===== src/rtl/multi_channel_edge_pulse_gen.sv =====
// multi_channel_edge_pulse_gen
// WIDTH independent channels, each turning level transitions on data_in into a
// registered pulse of PULSE_LEN cycles. Edge polarity is selected at runtime,
// the input may be synchronised, and per-channel sticky event/overrun status
// is kept until cleared.
module multi_channel_edge_pulse_gen #(
    parameter int WIDTH       = 8,
    parameter int PULSE_LEN   = 1,
    parameter int SYNC_STAGES = 2,
    parameter int RETRIGGER   = 0
) (
    input  logic             clk,
    input  logic             reset,
    input  logic [WIDTH-1:0] data_in,
    input  logic [1:0]       edge_mode,
    input  logic [WIDTH-1:0] sticky_clr,
    output logic [WIDTH-1:0] pulse,
    output logic [WIDTH-1:0] busy,
    output logic [WIDTH-1:0] event_sticky,
    output logic [WIDTH-1:0] overrun
);

    localparam int CW = $clog2(PULSE_LEN + 1);
    localparam int WW = $clog2(SYNC_STAGES + 2);
    localparam logic [CW-1:0] CNT_LAST  = CW'(PULSE_LEN - 1);
    localparam logic [WW-1:0] WARM_DONE = WW'(SYNC_STAGES + 1);

    localparam logic [0:0] ST_IDLE   = 1'b0;
    localparam logic [0:0] ST_ACTIVE = 1'b1;

    localparam logic [1:0] MODE_RISE = 2'b00;
    localparam logic [1:0] MODE_FALL = 2'b01;
    localparam logic [1:0] MODE_BOTH = 2'b10;

    logic [WIDTH-1:0] s;
    logic [WIDTH-1:0] prev;
    logic [WIDTH-1:0] rise;
    logic [WIDTH-1:0] fall;
    logic [WIDTH-1:0] edge_sel;
    logic [WW-1:0]    warm_q;
    logic             warm_ok;

    // Optional synchroniser chain; with zero stages data_in is used directly.
    if (SYNC_STAGES > 0) begin : g_sync
        logic [SYNC_STAGES-1:0][WIDTH-1:0] sync_q;

        // Shift data_in through SYNC_STAGES flops per channel.
        always_ff @(posedge clk or posedge reset) begin
            if (reset) begin
                sync_q <= '0;
            end else begin
                sync_q[0] <= data_in;
                for (int k = 1; k < SYNC_STAGES; k++) begin
                    sync_q[k] <= sync_q[k-1];
                end
            end
        end

        assign s = sync_q[SYNC_STAGES-1];
    end else begin : g_nosync
        assign s = data_in;
    end

    // Previous synchronised level; tracks s in every edge_mode so that a mode
    // change never fabricates an edge.
    always_ff @(posedge clk or posedge reset) begin
        if (reset) prev <= '0;
        else       prev <= s;
    end

    // Warm-up: hold off detection until the sync chain and prev hold real data,
    // so a level already high at reset release is not seen as an edge.
    always_ff @(posedge clk or posedge reset) begin
        if (reset)                  warm_q <= '0;
        else if (warm_q != WARM_DONE) warm_q <= warm_q + WW'(1);
    end

    assign warm_ok = (warm_q == WARM_DONE);
    assign rise    = s & ~prev;
    assign fall    = ~s & prev;

    // Select which transitions count as edges; mode 11 blocks all new edges.
    always_comb begin
        edge_sel = '0;
        case (edge_mode)
            MODE_RISE: edge_sel = rise;
            MODE_FALL: edge_sel = fall;
            MODE_BOTH: edge_sel = rise | fall;
            default:   edge_sel = '0;
        endcase
        if (!warm_ok) edge_sel = '0;
    end

    // Per-channel pulse FSM and status.
    for (genvar i = 0; i < WIDTH; i++) begin : g_ch
        logic [0:0]    state_q;
        logic [CW-1:0] cnt_q;
        logic          evt_q;
        logic          ovr_q;
        logic          at_last;
        logic          take;
        logic          drop;

        assign at_last = (cnt_q == CNT_LAST);

        // An edge is accepted from IDLE, on the last pulse cycle (back-to-back),
        // or anywhere in the pulse when retriggering; otherwise it is dropped.
        always_comb begin
            take = 1'b0;
            drop = 1'b0;
            if (edge_sel[i]) begin
                if (state_q == ST_IDLE || at_last || RETRIGGER != 0) take = 1'b1;
                else                                                drop = 1'b1;
            end
        end

        // IDLE/ACTIVE sequencing with the pulse-length counter.
        always_ff @(posedge clk or posedge reset) begin
            if (reset) begin
                state_q <= ST_IDLE;
                cnt_q   <= '0;
            end else begin
                case (state_q)
                    ST_IDLE: begin
                        if (take) begin
                            state_q <= ST_ACTIVE;
                            cnt_q   <= '0;
                        end
                    end
                    default: begin
                        if (take) begin
                            cnt_q <= '0;
                        end else if (at_last) begin
                            state_q <= ST_IDLE;
                            cnt_q   <= '0;
                        end else begin
                            cnt_q <= cnt_q + CW'(1);
                        end
                    end
                endcase
            end
        end

        // Sticky status: a set in the same cycle as a clear wins.
        always_ff @(posedge clk or posedge reset) begin
            if (reset) begin
                evt_q <= 1'b0;
                ovr_q <= 1'b0;
            end else begin
                if (take)               evt_q <= 1'b1;
                else if (sticky_clr[i]) evt_q <= 1'b0;
                if (drop)               ovr_q <= 1'b1;
                else if (sticky_clr[i]) ovr_q <= 1'b0;
            end
        end

        assign pulse[i]        = (state_q == ST_ACTIVE);
        assign busy[i]         = (state_q == ST_ACTIVE);
        assign event_sticky[i] = evt_q;
        assign overrun[i]      = ovr_q;
    end

endmodule


===== config.mk =====
export PLATFORM = sky130hd
export DESIGN_NAME = multi_channel_edge_pulse_gen
export DESIGN_NICKNAME = d
export VERILOG_FILES = /design/src/rtl/multi_channel_edge_pulse_gen.sv
export SDC_FILE = /design/constraint.sdc
export NUM_CORES = 1
export LEC_CHECK = 0
export CAP_MARGIN = 20
export CORE_ASPECT_RATIO = 1.25
export CORE_UTILIZATION = 45
export DETAILED_ROUTE_END_ITERATION = 10
export PLACE_DENSITY = 0.85
export SLEW_MARGIN = 20
export SYNTH_ARGS = -nofsm -noshare
export SYNTH_HDL_FRONTEND = slang
export SYNTH_SLANG_ARGS = --single-unit

===== constraint.sdc =====
create_clock -name clk -period 2 [get_ports clk]
set_clock_uncertainty 0.2 [all_clocks]
set_input_delay 0.4 -clock clk [delete_from_list [all_inputs] [get_ports clk]]
set_output_delay 0.4 -clock clk [all_outputs]
set_load 0.005 [all_outputs]

==> qor.csv, run 1 <==
metric,value,unit
final_util,56.6,%
gr-total-overflow,0,
p_total,0.00174,W
cts_setup_buffers,0,
gp_congestion,0.688,
netlist.area_leader.share,54.1,%
grt.total_usage,13.0,%
dp_cells,241,
path_max_fanout,2,
setup_tns,0,ns
fin_nets,229,
top_level_ports,52,
netlist_top_cells_area,"dfrtp_1, buf_4, ha_1",
final_hold_viol_count,0,
final-instance-count-excl-fill,249,
grt_pass1_vias,1012,
core,4100,sq um
synth_edf_count,0,
slew_violations,0,
diodes,0,
setup_viol,0,
initial_core_util,47.4,%
yosys.area.top_type,dfrtp_1,
yosysSeqAreaShare,54.1,%
yosysWarnings,0,
rsz0062_at_grt,no,
antenna_left,0,
grt_max_degree,43,
insertion_delay,0.29,ns
fillCellCount,358,
numPortBuffers,43,
ys_ff_latch,42,
critPathSlowestCell,clkdlybuf4s50_1,
holdBufCountCts,0,
syn_area_per_cell,11.6,sq um
r2r_slack,0.32,ns
drcViolationCount,0,
drt_pass1_iterations,4,
crit_chain,clkdlybuf4s50_1,
cp_data_arrival_time,1.15,ns
synthArstFlopShare,100,%
hpwl,1.91,mm
htreeDepth,2,
area_growth,19.4,%
post-route-period-util,87.6,%
numCtsBuffers,5,
synth_cells,167,
clock_sinks,42,
period_needed,1.75,ns
post_route_cells_drive_above_1_share,10.4,%
cts_root_buf,clkbuf_8,
crit_type,reg2out,
synth_ff_type,dfrtp_1,
crit_path_start_kind,register,
regArea,1050,sq um
drv_cap,0,
cts_tree,done,
timing.fmax,0.571,GHz
clock_path_buffers,2,
status,"finished, final reports clean",
synth_common_cells,"dfrtp_1, buf_4, ha_1, inv_1, nand3_1",
wire_per_inst,10.4,microns
die-width,60.8,microns
wirelength,2.59,mm
vias,1078,
ir_drop,505,uV
mappedNetlistArea,1940,sq um
num_rows,26,
drt_iter0_markers,24,
hold_class,reg2reg,
critPathCaptureType,primary output,
via_per_inst,4.33,
cts_resized,0,
cpPeakStageDelay,0.50,ns
cp_top_family,buffers and inverters,
die_y,75.5,microns
grt_pass1_wl,4.17,mm
ys_types,18,
multi_input_area,564,sq um
cp_num_buf_inv,1,
synth_most_common_cell,dfrtp_1,
required,1.40,ns
dieArea,4590,sq um
powerDensity,751,nW/um^2
antenna_found_initial,0,
p_leak,1.14,nW
cts.clk_slew.worst_paths,0.07,ns
[worst paths after layout]
check	start	to	cells after the start
max reg2reg	warm_q[0]	g_ch[7].evt_q	5
max in group asynchronous	reset	s[7]	3
min in group asynchronous	reset	g_ch[0].state_q	3
min reg2reg	g_sync.sync_q[3]	s[3]	0
max	g_ch[4].evt_q	event_sticky[4]	1
min	g_sync.sync_q[3]	s[3]	0
[layer usage]
layer,global-route usage [%],up-vias,routed length [microns]
met5,0,-,0
met4,7.58,0,58
li1,-,530,-
met1,12.6,502,1000
met2,23.1,39,1350
met3,5.09,7,173
[report_power, final]
part	switching (W)	internal, W
clock network	0.000271	0.000278
logic	0.0000969	0.000160
registers	0.0000297	0.000908
total	0.000398	0.00135
[metrics by stage]
stage,setup slack (ns),instance area [sq um],hold slack [ns]
3_5_place_dp,0.232,2230,0.135
2_1_floorplan,0.426,1970,0.131
5_1_grt,0.180,2320,0.167
3_3_place_gp,0.266,2230,0.132
6_report,0.248,2320,0.149
4_1_cts,0.228,2320,0.149
[state kept, by name, summed over array words and instances (netlist names)]
name,cells
s,8
prev,8
g_ch.state_q,8
g_ch.evt_q,8
g_sync.sync_q,8
warm_q,2
[final cells by class]
cell class	instances	area share, %
Tap cell	56	3.02
Timing Repair Buffer	48	20.7
Sequential cell	42	45.3
Clock buffer	7	3.72
Multi-Input combinational cell	78	24.3
Inverter	17	2.75
Clock inverter	1	0.216
[logic make-up (layout without fill, tap and decap cells)]
logic type	after synthesis	after routing	synth area share (%)
XOR/XNOR	1	1	0.451
multiplexers	1	1	0.579
AND/OR/NAND/NOR	43	43	11.3
AO/OA/AOI/OAI	8	8	4.25
adder cells (fa/ha/maj)	17	17	10.9
buffers and inverters	54	73	18.2
flip-flops	42	42	54.1
other	1	8	0.193
[cells in the final DEF, fill, tap and decap left out]
master and instances:
buf_12 1, buf_4 4, clkbuf_1 1, clkbuf_8 6, clkdlybuf4s50_1 43, clkinv_2 1
conb_1 8, dfrtp_1 42, ha_1 17, inv_1 16, inv_2 1, mux2_2 1
nand2_1 15, nand2b_1 8, nand3_1 16, nor2b_1 3, nor2b_4 1, o211ai_1 2
o211ai_2 5, o21ai_1 1, xnor2_1 1
(Power assumes the default switching activity.)
==> run 2, diff against run 1 <==
--- a/config.mk
+++ b/config.mk
@@ -14,3 +14,4 @@
 export SYNTH_ARGS = -nofsm -noshare
 export SYNTH_HDL_FRONTEND = slang
 export SYNTH_SLANG_ARGS = --single-unit
+export TNS_END_PERCENT = 1
==> results of run 2 <==
Same layout as run 1: the final DEF is identical, and so are final timing and power.
==> run 3, diff against run 2 <==
--- a/config.mk
+++ b/config.mk
@@ -10,6 +10,7 @@
 export CORE_UTILIZATION = 45
 export DETAILED_ROUTE_END_ITERATION = 10
 export PLACE_DENSITY = 0.85
+export REMOVE_ABC_BUFFERS = 1
 export SLEW_MARGIN = 20
 export SYNTH_ARGS = -nofsm -noshare
 export SYNTH_HDL_FRONTEND = slang
==> run 3 against run 2 <==
  * Count of clock-buffer cells in the layout unchanged
  * Largest power group unchanged
  * Final area fell by 0.75%
  * Critical path depth is the same
  * Critical path type unchanged
  * Sequential power hardly changed
  * Via count is 1.8% higher
==> qor.csv, run 3 (synthesis gave the netlist of run 1 again) <==
metric,value,unit
dieArea,4590,sq um
cts_setup_buffers,0,
ir_drop,400,uV
top_level_ports,52,
grt_max_degree,43,
cp_data_arrival_time,1.17,ns
rsz0062_at_grt,no,
cts_root_buf,clkbuf_8,
hpwl,1.97,mm
path_max_fanout,2,
wirelength,2.62,mm
post_route_cells_drive_above_1_share,8.42,%
critPathCaptureType,primary output,
gp_congestion,0.762,
drt_pass1_iterations,3,
regArea,1050,sq um
vias,1097,
timing.fmax,0.565,GHz
clock_path_buffers,2,
grt_pass1_vias,1043,
layout_commonest_cell,clkdlybuf4s50_1,
required,1.40,ns
cp_num_buf_inv,1,
place_ws,0.219,ns
core,4100,sq um
status,"finished, final reports clean",
initial_core_util,47.4,%
p_leak,1.12,nW
wire_per_inst,10.7,microns
die_y,75.5,microns
multi_input_area,564,sq um
cp_top_family,buffers and inverters,
holdBufCountCts,0,
numCtsBuffers,5,
setup_viol,0,
antenna_found_initial,0,
mostFrequentLayoutCells,"clkdlybuf4s50_1, dfrtp_1, ha_1",
antenna_left,0,
gr-total-overflow,0,
drcViolationCount,0,
numPortBuffers,43,
die-width,60.8,microns
area_growth,18.5,%
cts.clk_slew.worst_paths,0.07,ns
powerDensity,735,nW/um^2
crit_path_start_kind,register,
post-route-period-util,88.6,%
num_rows,26,
setup_tns,0,ns
cts_resized,0,
drt_iter0_markers,26,
diodes,0,
fin_nets,227,
insertion_delay,0.29,ns
via_per_inst,4.46,
crit_chain,clkdlybuf4s50_1,
clock_sinks,42,
fillCellCount,366,
crit_type,reg2out,
slew_violations,0,
grt_pass1_wl,4.36,mm
critPathSlowestCell,clkdlybuf4s50_1,
cts_tree,done,
hold_class,reg2reg,
drv_cap,0,
grt.total_usage,13.5,%
final_util,56.2,%
htreeDepth,2,
final_hold_viol_count,0,
cpPeakStageDelay,0.52,ns
setup_slack,0.229,ns
period_needed,1.77,ns
==> run 3: final cells by class <==
| cell class | count | share of cell area (%) |
|---|---|---|
| flip-flops and latches | 42 | 45.6 |
| inverters | 17 | 2.77 |
| clock buffers | 7 | 3.31 |
| repair buffers | 46 | 20.7 |
| well taps | 56 | 3.04 |
| multi-input cells | 78 | 24.5 |
==> run 3: layer usage <==
| layer | track usage, % | up-vias | share of wire (%) |
|---|---|---|---|
| met3 | 5.77 | 6 | 6.9 |
| met1 | 13.4 | 519 | 38 |
| met2 | 24.3 | 41 | 53 |
| met5 | 0 | - | 0 |
| li1 | - | 531 | - |
| met4 | 6.06 | 0 | 2.0 |
==> run 3: through the flow <==
step                std cells  area, sq um  power, W  hold slack, ns
global placement          239         2230   0.00121           0.132
floorplan                 137         1680   0.00104           0.131
finish                    246         2300   0.00169           0.146
global route              246         2300   0.00179           0.157
detailed placement        239         2230   0.00122           0.135
CTS                       246         2300   0.00172           0.149
==> run 3: final timing paths <==
path,from,endpoint,slack (ns),cells past startpoint
max in group asynchronous,reset,g_sync.sync_q[1],1.16,3
worst min-delay path,g_sync.sync_q[2],s[2],0.15,0
worst max-delay path,g_ch[5].evt_q,event_sticky[5],0.23,1
min in group asynchronous,reset,g_ch[7].evt_q,0.25,3
worst min register to register,g_sync.sync_q[2],s[2],0.15,0
worst max register to register,warm_q[0],g_ch[6].evt_q,0.33,5
==> run 3: report_power, final <==
group,total (W),switching (W),leakage [nW],internal (W)
clock network,0.000493,0.000253,0.0383,0.000240
logic,0.000259,0.0000989,0.589,0.000160
registers,0.000940,0.0000312,0.495,0.000909
total,0.00169,0.000383,1.12,0.00131
